<file path="src/rtl/calc2_pkg.sv">
// Shared definitions for the calc2 port responder: command/response encodings,
// the response record carried through the exec pipes and queue, and the arithmetic helper.
package calc2_pkg;

    typedef enum logic [3:0] {
        CMD_IDLE = 4'd0,
        CMD_ADD  = 4'd1,
        CMD_SUB  = 4'd2,
        CMD_SHL  = 4'd5,
        CMD_SHR  = 4'd6
    } cmd_e;

    typedef enum logic [1:0] {
        RESP_NONE = 2'd0,
        RESP_OK   = 2'd1,
        RESP_ERR  = 2'd2
    } resp_e;

    typedef struct packed {
        resp_e       resp;
        logic [31:0] data;
        logic [1:0]  tag;
    } resp_t;

    typedef enum logic [0:0] {
        ST_IDLE = 1'b0,
        ST_OP2  = 1'b1
    } state_e;

    localparam int ADD_LAT_DEF   = 1;
    localparam int SHIFT_LAT_DEF = 2;
    localparam int Q_DEPTH_DEF   = 4;

    function automatic logic is_shift(input logic [3:0] cmd);
        return (cmd == CMD_SHL) || (cmd == CMD_SHR);
    endfunction

    // Error responses always carry zero data so the consumer never sees stale results.
    function automatic resp_t calc_exec(input logic [3:0]  cmd,
                                        input logic [31:0] op1,
                                        input logic [31:0] op2,
                                        input logic [1:0]  tag);
        resp_t       r;
        logic [32:0] sum;
        sum    = {1'b0, op1} + {1'b0, op2};
        r.resp = RESP_ERR;
        r.data = 32'd0;
        r.tag  = tag;
        case (cmd)
            CMD_ADD: begin
                if (!sum[32]) begin
                    r.resp = RESP_OK;
                    r.data = sum[31:0];
                end else begin
                    r.resp = RESP_ERR;
                end
            end
            CMD_SUB: begin
                if (op2 > op1) begin
                    r.resp = RESP_ERR;
                end else begin
                    r.resp = RESP_OK;
                    r.data = op1 - op2;
                end
            end
            CMD_SHL: begin
                r.resp = RESP_OK;
                r.data = op1 << op2[4:0];
            end
            CMD_SHR: begin
                r.resp = RESP_OK;
                r.data = op1 >> op2[4:0];
            end
            default: r.resp = RESP_ERR;
        endcase
        return r;
    endfunction

endpackage

</file>
<file path="src/rtl/calc2_resp_fifo.sv">
// Response queue with two write ports (wr0 lands ahead of wr1) and one read port.
// Occupancy is tracked by a separate count so every slot is usable.
module calc2_resp_fifo
    import calc2_pkg::*;
#(
    parameter  int DEPTH = Q_DEPTH_DEF,
    localparam int PW    = (DEPTH > 1) ? $clog2(DEPTH) : 1,
    localparam int CW    = $clog2(DEPTH + 1)
) (
    input  logic          clk,
    input  logic          rst_n,
    input  logic          wr0_en,
    input  resp_t         wr0_data,
    input  logic          wr1_en,
    input  resp_t         wr1_data,
    input  logic          rd_en,
    output resp_t         rd_data,
    output logic          empty,
    output logic [CW-1:0] count
);

    resp_t         mem_q [DEPTH];
    resp_t         mem_d [DEPTH];
    logic [PW-1:0] wr_ptr_q, wr_ptr_d, rd_ptr_q, rd_ptr_d, wp1_s;
    logic [CW-1:0] count_q, count_d;
    logic          do_rd_s;

    function automatic logic [PW-1:0] ptr_inc(input logic [PW-1:0] p);
        if (p == PW'(DEPTH - 1)) begin
            return '0;
        end else begin
            return p + PW'(1);
        end
    endfunction

    // Next-state for storage, pointers and occupancy.
    always_comb begin
        do_rd_s  = rd_en && (count_q != '0);
        wp1_s    = wr0_en ? ptr_inc(wr_ptr_q) : wr_ptr_q;
        wr_ptr_d = wr1_en ? ptr_inc(wp1_s) : wp1_s;
        rd_ptr_d = do_rd_s ? ptr_inc(rd_ptr_q) : rd_ptr_q;
        count_d  = count_q + CW'(wr0_en) + CW'(wr1_en) - CW'(do_rd_s);
        for (int i = 0; i < DEPTH; i++) begin
            if (wr0_en && (wr_ptr_q == PW'(i))) begin
                mem_d[i] = wr0_data;
            end else if (wr1_en && (wp1_s == PW'(i))) begin
                mem_d[i] = wr1_data;
            end else begin
                mem_d[i] = mem_q[i];
            end
        end
    end

    // Queue state registers.
    always_ff @(posedge clk or negedge rst_n) begin
        if (!rst_n) begin
            wr_ptr_q <= '0;
            rd_ptr_q <= '0;
            count_q  <= '0;
            for (int i = 0; i < DEPTH; i++) begin
                mem_q[i] <= '0;
            end
        end else begin
            wr_ptr_q <= wr_ptr_d;
            rd_ptr_q <= rd_ptr_d;
            count_q  <= count_d;
            for (int i = 0; i < DEPTH; i++) begin
                mem_q[i] <= mem_d[i];
            end
        end
    end

    assign rd_data = mem_q[rd_ptr_q];
    assign empty   = (count_q == '0);
    assign count   = count_q;

    calc2_resp_fifo_chk #(.DEPTH(DEPTH)) u_chk (
        .clk    (clk),
        .rst_n  (rst_n),
        .count  (count_q),
        .wr0_en (wr0_en),
        .wr1_en (wr1_en),
        .rd_en  (do_rd_s)
    );

endmodule

// Overflow of the response queue means the outstanding limit was bypassed.
module calc2_resp_fifo_chk #(
    parameter  int DEPTH = 4,
    localparam int CW    = $clog2(DEPTH + 1)
) (
    input logic          clk,
    input logic          rst_n,
    input logic [CW-1:0] count,
    input logic          wr0_en,
    input logic          wr1_en,
    input logic          rd_en
);

    a_no_overflow: assert property (@(posedge clk) disable iff (!rst_n)
        (int'(count) + int'(wr0_en) + int'(wr1_en) - int'(rd_en)) <= DEPTH);

endmodule

</file>
<file path="src/rtl/calc2_port_responder.sv">
// Responder for one calc2 port: two-cycle request capture, latency-matched exec pipes,
// response queue and a registered output stage; requests beyond the outstanding limit are dropped.
module calc2_port_responder
    import calc2_pkg::*;
#(
    parameter int ADD_LAT   = ADD_LAT_DEF,
    parameter int SHIFT_LAT = SHIFT_LAT_DEF,
    parameter int Q_DEPTH   = Q_DEPTH_DEF
) (
    input  logic        c_clk,
    input  logic        reset,
    input  logic [3:0]  cmd_in,
    input  logic [31:0] data_in,
    input  logic [1:0]  tag_in,
    output logic [1:0]  out_resp,
    output logic [31:0] out_data,
    output logic [1:0]  out_tag,
    output logic        err_drop
);

    localparam int CW = $clog2(Q_DEPTH + 1);
    localparam int OW = $clog2(Q_DEPTH + ADD_LAT + SHIFT_LAT + 1);

    state_e               state_q, state_d;
    logic [3:0]           cmd_q, cmd_d;
    logic [1:0]           tag_q, tag_d;
    logic [31:0]          op1_q, op1_d;
    logic                 err_drop_q, err_drop_d;
    logic [ADD_LAT-1:0]   sp_vld_q, sp_vld_d;
    resp_t                sp_ent_q [ADD_LAT];
    resp_t                sp_ent_d [ADD_LAT];
    logic [SHIFT_LAT-1:0] lp_vld_q, lp_vld_d;
    resp_t                lp_ent_q [SHIFT_LAT];
    resp_t                lp_ent_d [SHIFT_LAT];
    resp_t                out_q, out_d;

    logic                 issue_s, shift_s, fifo_empty_s;
    resp_t                exec_s, fifo_rd_s;
    logic [CW-1:0]        fifo_count_s;
    logic [OW-1:0]        outstanding_s;

    assign exec_s  = calc_exec(cmd_q, op1_q, data_in, tag_q);
    assign shift_s = is_shift(cmd_q);

    // Outstanding work: everything still in a pipe or waiting in the queue.
    always_comb begin
        outstanding_s = OW'(fifo_count_s);
        for (int i = 0; i < ADD_LAT; i++) begin
            outstanding_s = outstanding_s + OW'(sp_vld_q[i]);
        end
        for (int i = 0; i < SHIFT_LAT; i++) begin
            outstanding_s = outstanding_s + OW'(lp_vld_q[i]);
        end
    end

    // Request FSM; the drop decision is taken on the cmd cycle so err_drop shows in the op2 cycle.
    always_comb begin
        state_d    = state_q;
        cmd_d      = cmd_q;
        tag_d      = tag_q;
        op1_d      = op1_q;
        err_drop_d = 1'b0;
        issue_s    = 1'b0;
        case (state_q)
            ST_IDLE: begin
                if (cmd_in != 4'd0) begin
                    cmd_d      = cmd_in;
                    tag_d      = tag_in;
                    op1_d      = data_in;
                    err_drop_d = (outstanding_s >= OW'(Q_DEPTH));
                    state_d    = ST_OP2;
                end else begin
                    state_d = ST_IDLE;
                end
            end
            ST_OP2: begin
                issue_s = !err_drop_q;
                state_d = ST_IDLE;
            end
            default: state_d = ST_IDLE;
        endcase
    end

    // Exec pipes: the result is computed at issue and delayed to match the command latency.
    always_comb begin
        sp_vld_d[0] = issue_s && !shift_s;
        sp_ent_d[0] = exec_s;
        for (int i = 1; i < ADD_LAT; i++) begin
            sp_vld_d[i] = sp_vld_q[i-1];
            sp_ent_d[i] = sp_ent_q[i-1];
        end
        lp_vld_d[0] = issue_s && shift_s;
        lp_ent_d[0] = exec_s;
        for (int i = 1; i < SHIFT_LAT; i++) begin
            lp_vld_d[i] = lp_vld_q[i-1];
            lp_ent_d[i] = lp_ent_q[i-1];
        end
    end

    // Output stage presents one queued response per cycle, zero otherwise.
    always_comb begin
        if (fifo_empty_s) begin
            out_d = '0;
        end else begin
            out_d = fifo_rd_s;
        end
    end

    // All responder state; reset flushes in-flight work without responding.
    always_ff @(posedge c_clk or negedge reset) begin
        if (!reset) begin
            state_q    <= ST_IDLE;
            cmd_q      <= 4'd0;
            tag_q      <= 2'd0;
            op1_q      <= 32'd0;
            err_drop_q <= 1'b0;
            sp_vld_q   <= '0;
            lp_vld_q   <= '0;
            out_q      <= '0;
            for (int i = 0; i < ADD_LAT; i++) begin
                sp_ent_q[i] <= '0;
            end
            for (int i = 0; i < SHIFT_LAT; i++) begin
                lp_ent_q[i] <= '0;
            end
        end else begin
            state_q    <= state_d;
            cmd_q      <= cmd_d;
            tag_q      <= tag_d;
            op1_q      <= op1_d;
            err_drop_q <= err_drop_d;
            sp_vld_q   <= sp_vld_d;
            lp_vld_q   <= lp_vld_d;
            out_q      <= out_d;
            for (int i = 0; i < ADD_LAT; i++) begin
                sp_ent_q[i] <= sp_ent_d[i];
            end
            for (int i = 0; i < SHIFT_LAT; i++) begin
                lp_ent_q[i] <= lp_ent_d[i];
            end
        end
    end

    // Issue is at most every other cycle and SHIFT_LAT >= ADD_LAT, so when both pipes
    // complete on one edge the long-pipe entry is always the older one: it takes wr0.
    calc2_resp_fifo #(.DEPTH(Q_DEPTH)) u_fifo (
        .clk      (c_clk),
        .rst_n    (reset),
        .wr0_en   (lp_vld_q[SHIFT_LAT-1]),
        .wr0_data (lp_ent_q[SHIFT_LAT-1]),
        .wr1_en   (sp_vld_q[ADD_LAT-1]),
        .wr1_data (sp_ent_q[ADD_LAT-1]),
        .rd_en    (!fifo_empty_s),
        .rd_data  (fifo_rd_s),
        .empty    (fifo_empty_s),
        .count    (fifo_count_s)
    );

    assign out_resp = out_q.resp;
    assign out_data = out_q.data;
    assign out_tag  = out_q.tag;
    assign err_drop = err_drop_q;

endmodule
</file>
<file path="config.mk">
export PLATFORM = sky130hd
export DESIGN_NAME = calc2_port_responder
export DESIGN_NICKNAME = d
export VERILOG_FILES = /design/src/rtl/calc2_pkg.sv /design/src/rtl/calc2_resp_fifo.sv /design/src/rtl/calc2_port_responder.sv
export SDC_FILE = /design/constraint.sdc
export NUM_CORES = 1
export LEC_CHECK = 0
export CORE_MARGIN = 5
export CORE_UTILIZATION = 60
export CTS_CLUSTER_SIZE = 30
export DETAILED_ROUTE_END_ITERATION = 12
export GPL_ROUTABILITY_DRIVEN = 0
export PLACE_DENSITY_LB_ADDON = 0.2
export SLEW_MARGIN = 20
export SYNTH_ARGS = -nofsm -noshare
export SYNTH_HDL_FRONTEND = slang
export SYNTH_SLANG_ARGS = --single-unit
</file>
<file path="constraint.sdc">
create_clock -name c_clk -period 4.57 [get_ports c_clk]
set_input_delay 1.1425 -clock c_clk [delete_from_list [all_inputs] [get_ports c_clk]]
set_output_delay 1.1425 -clock c_clk [all_outputs]
set_load 0.02 [all_outputs]
</file>
==> summary.md <==
| Metric | Value |
|---|---|
| Max incr delay on CP | about 0.50 ns |
| Worst-Skew Late Latency | between 0.5 and 0.6 ns |
| DP Worst Slack | approximately 0.15 ns |
| Synth Area in Compound Gates | 0.1854 |
| Post-synthesis adder-cell area fraction | 0.05366 |
| Post-cts resize count | 0 |
| DRT Pass-1 Iters | 6 |
| DP HPWL | 38.88 mm |
| Worst-path cell chain | clkdlybuf4s50_1, inv_1, ha_1, and2b_2, a2111oi_1, a211oi_2, a21o_1, o21ai_2, o211a_1, or2_4, buf_4, a221o_1, a21o_1 |
| Synth top area share | 0.3840 |
| Final setup fails | 0 |
| Detail Route Antenna Nets | 0 |
| GRT met3 Usage | 0.05424 |
| WP buf/inv | 3 |
| Post-synth ARST share | 1.000 |
| ANT cells | 0 |
| FMAX | between 0.2 and 0.3 GHz |
| Kind of end point of the critical path | flip-flop |
| Min-delay worst type | reg2reg |
| Clock buffer depth | 3 |
| Worst Tran Pin Value | roughly 0.96 ns |
| Top_reg_cell synth | dfrtp_1 |
| TNS Setup | 0 ns |
| Seq/Total Area, Yosys | 0.3840 |
| P&R area growth vs syn | 11.99% |
| Max-slew headroom | 0.3577 |
| Max_cap viols | 0 |
| Die Y | 191.1 um |
| CTS tree | built |
| Post-CTS Setup Bufs | 0 |
| Gr busiest metal | met2 |
| Non-Filler Instances | 2503 |
| Gate power share | 0.414 |
| Port Buffers | between 70 and 80 |
| Vias after detailed routing | 16442 |
| Fin. Hold Viols | 0 |
| Crit path time final | 3.931 ns |
| CTS Buf Count | 34 |
| Static leakage | around 10 nW |
| Clock network power share | 0.219 |
| Die X | approximately 190 um |
| Syn Nets | 2129 |
| Initial Utilization | 0.6064 |
| First-pass GRT wire length | slightly below 90 mm |
| Die area | roughly 37000 sq um |
| CTS Hold Bufs | 0 |
| Commonest non-fill, non-tap cells in the layout | dfrtp_1 (301), o21ai_0 (225), nand2_1 (220) |
| Row count | 66 |
| Avg Vias per Cell | between 6 and 7 |
| Synth top area cells | dfrtp_1 (38%), mux2i_1 (10%), mux4_2 (7.8%) |
| Layout cell share with drive strength beyond 1 | 0.1436 |
| WL/cell | 22.09 um |
| DR iter-0 viols | between 1500 and 2000 |
| Pint | 8.112 mW |
| Commonest non-fill, non-tap cell in the layout | dfrtp_1 |
| CP max FO | 16 |
| Final Net Count | 2161 |
| Synthesized area | between 15000 and 20000 sq um |
| Largest family of logic cells by synthesized area | multiplexers |
| Switching fraction of total power | 0.3880 |
| Net switching power | just over 5 mW |
| Maximum vdd ir drop | around 390 uV |
| Post-Synth XOR/XNOR Area | 0.003115 |
| H-tree depth | 2 |
| Arrival time at the worst endpoint | 4.35 ns |
| Ports | 77 |
| Critical path class | in2reg |
| Slowest CP cell | clkdlybuf4s50_1 |
| Area leader, netlist | dfrtp_1 |
| Congestion Overflow GR | 0 |
| Most used cell, CP | a21o_1 |
| Post-Route WL | roughly 55 mm |
| Met1 Resource Use GR | 0.4076 |
| CTS clock-pin slew for the worst setup and hold paths | 0.06 ns |
| Synth Instances | roughly 2000 |
| Fin crit share | 0.8601 |
| Status | completed |
| Clk sinks | roughly 300 |
| Core area | 32450 sq um |
| Unrepaired setup endpoints after global routing | false |
| Initial antenna violation count | 0 |
| Post-synthesis mux area share | 0.2031 |
| Register bit total from synthesis | a little over 300 |
| Final WS setup | ~0.64 ns |
| Sequential share of power | 0.367 |
| Root buffer cell | clkbuf_16 |
| Vias in the first global route | roughly 16000 |
| Pwr dens | approximately 600 nW/um^2 |
| Simple-Gate Fraction of Synth Area | 0.1188 |
| Syn. warnings | 0 |
| CP top delay family | compound AO/OA/AOI/OAI gates |
| Total track usage | 0.3040 |
| CP Data Required Time | 4.99 ns |
| Crit start category | input port |
| Post-synth EDFFs | 0 |
| Synth unique cells | 80 |
| Met2 Track Usage GR | 0.4934 |
| Slew Viols, Final | 0 |
| Max Clock Skew | roughly 0.03 ns |
| Pin count of the biggest net entering global routing | 111 |
| # DRC | 0 |
| Placed cell count | ~2400 |
| Avg Inst Size Synth | 9.806 sq um |
==> power by group through the flow <==
stage,Clock (mW),Sequential [mW],Combinational [mW]
6_report,2.90,4.86,5.49
5_1_grt,3.06,5.00,5.96
4_1_cts,2.94,4.82,5.43
3_3_place_gp,0,4.79,5.27
2_1_floorplan,0,4.53,3.88
3_5_place_dp,0,4.85,5.40
==> flip-flops by register name, summed over array words and instances (netlist names) <==
signal / flops
cmd_q: 4
err_drop: 1
lp_ent_d: 36
lp_ent_q: 36
lp_vld_q: 2
op1_q: 32
out_data: 32
out_resp: 2
out_tag: 2
sp_vld_q: 1
state_q: 1
tag_q: 2
u_fifo.count: 3
u_fifo.mem_q: 144
u_fifo.rd_ptr_q: 2
u_fifo.wr_ptr_q: 2
==> cells by family after synthesis <==
kind of cell / count (synthesis)
AO/OA/AOI/OAI: 570
XOR/XNOR: 7
adder cells (fa/ha/maj): 82
buffers and inverters: 224
flip-flops: 302
multiplexers: 309
AND/OR/NAND/NOR: 513
==> synth_stat cells, types with 8 or more instances <==
cell and count:
o21a_1 11, nand3_1 14, dfrtp_1 302, a21oi_1 103
ha_1 78, nand2b_1 33, nor4_1 11, o21bai_1 12
or2_2 8, clkbuf_1 96, o21ai_1 10, buf_2 13
nand2_1 224, o221ai_1 16, inv_1 80, a221o_1 17
a21o_1 20, o221a_2 14, mux2i_1 198, a31oi_1 13
o211ai_1 12, o21ai_0 225, o22ai_1 21, nor2_1 109
mux4_2 68, mux2_2 43, buf_1 16, nor3_1 36
clkbuf_8 12, a221oi_1 20, nor2b_1 47
==> final timing paths <==
| check | from | end | slack, ns | cells after the start |
|---|---|---|---|---|
| worst max-delay path | data_in[5] | lp_ent_d[32]$_DFF_PN0_ | 0.64 | 13 |
| worst min-delay path | tag_q[0]$_DFFE_PN0P_ | lp_ent_d[0]$_DFF_PN0_ | 0.37 | 0 |
| worst max register to register | op1_q[0]$_DFFE_PN0P_ | lp_ent_d[32]$_DFF_PN0_ | 0.97 | 13 |
| worst min register to register | tag_q[0]$_DFFE_PN0P_ | lp_ent_d[0]$_DFF_PN0_ | 0.37 | 0 |
| max in group asynchronous | reset | out_data[12]$_DFF_PN0_ | 2.88 | 2 |
| min in group asynchronous | reset | u_fifo.mem_q[73]$_DFFE_PN0P_ | 0.66 | 1 |
==> stage by stage <==
step	power, mW	hold WS (ns)	cell area [sq um]	util
2_1_floorplan	8.409	0.3501	19680	-
3_3_place_gp	10.06	0.3598	20850	0.6423
3_5_place_dp	10.26	0.3649	20850	0.6423
4_1_cts	13.20	0.3777	22040	0.6792
5_1_grt	14.02	0.3853	22040	0.6792
6_report	13.26	0.3748	22040	0.6792
==> routing by layer <==
metal | vias to the layer above | share of wire
li1 | 7389 | -
met1 | 7965 | 0.40
met2 | 909 | 0.47
met3 | 179 | 0.088
met4 | 0 | 0.042
met5 | - | 0
==> final cells by class <==
cell class	count	area, sq um
Fill cell	2491	10410
Clock inverter	11	183.9
Tap cell	442	553.0
Clock buffer	47	1011
Timing Repair Buffer	140	1291
Inverter	80	300.3
Sequential cell	302	7559
Multi-Input combinational cell	1481	11140
==> worst register-to-register path, stage by stage (launching register included) <==
cell	delay (ns)
dfrtp_1	0.49
ha_1	0.23
inv_1	0.06
fa_1	0.38
o21bai_1	0.23
o211ai_1	0.15
a211oi_2	0.37
a21o_1	0.18
o21ai_2	0.08
o211a_1	0.27
or2_4	0.35
buf_4	0.21
a221o_1	0.32
a21o_1	0.18
No activity file was read; power rests on OpenSTA's default activity.
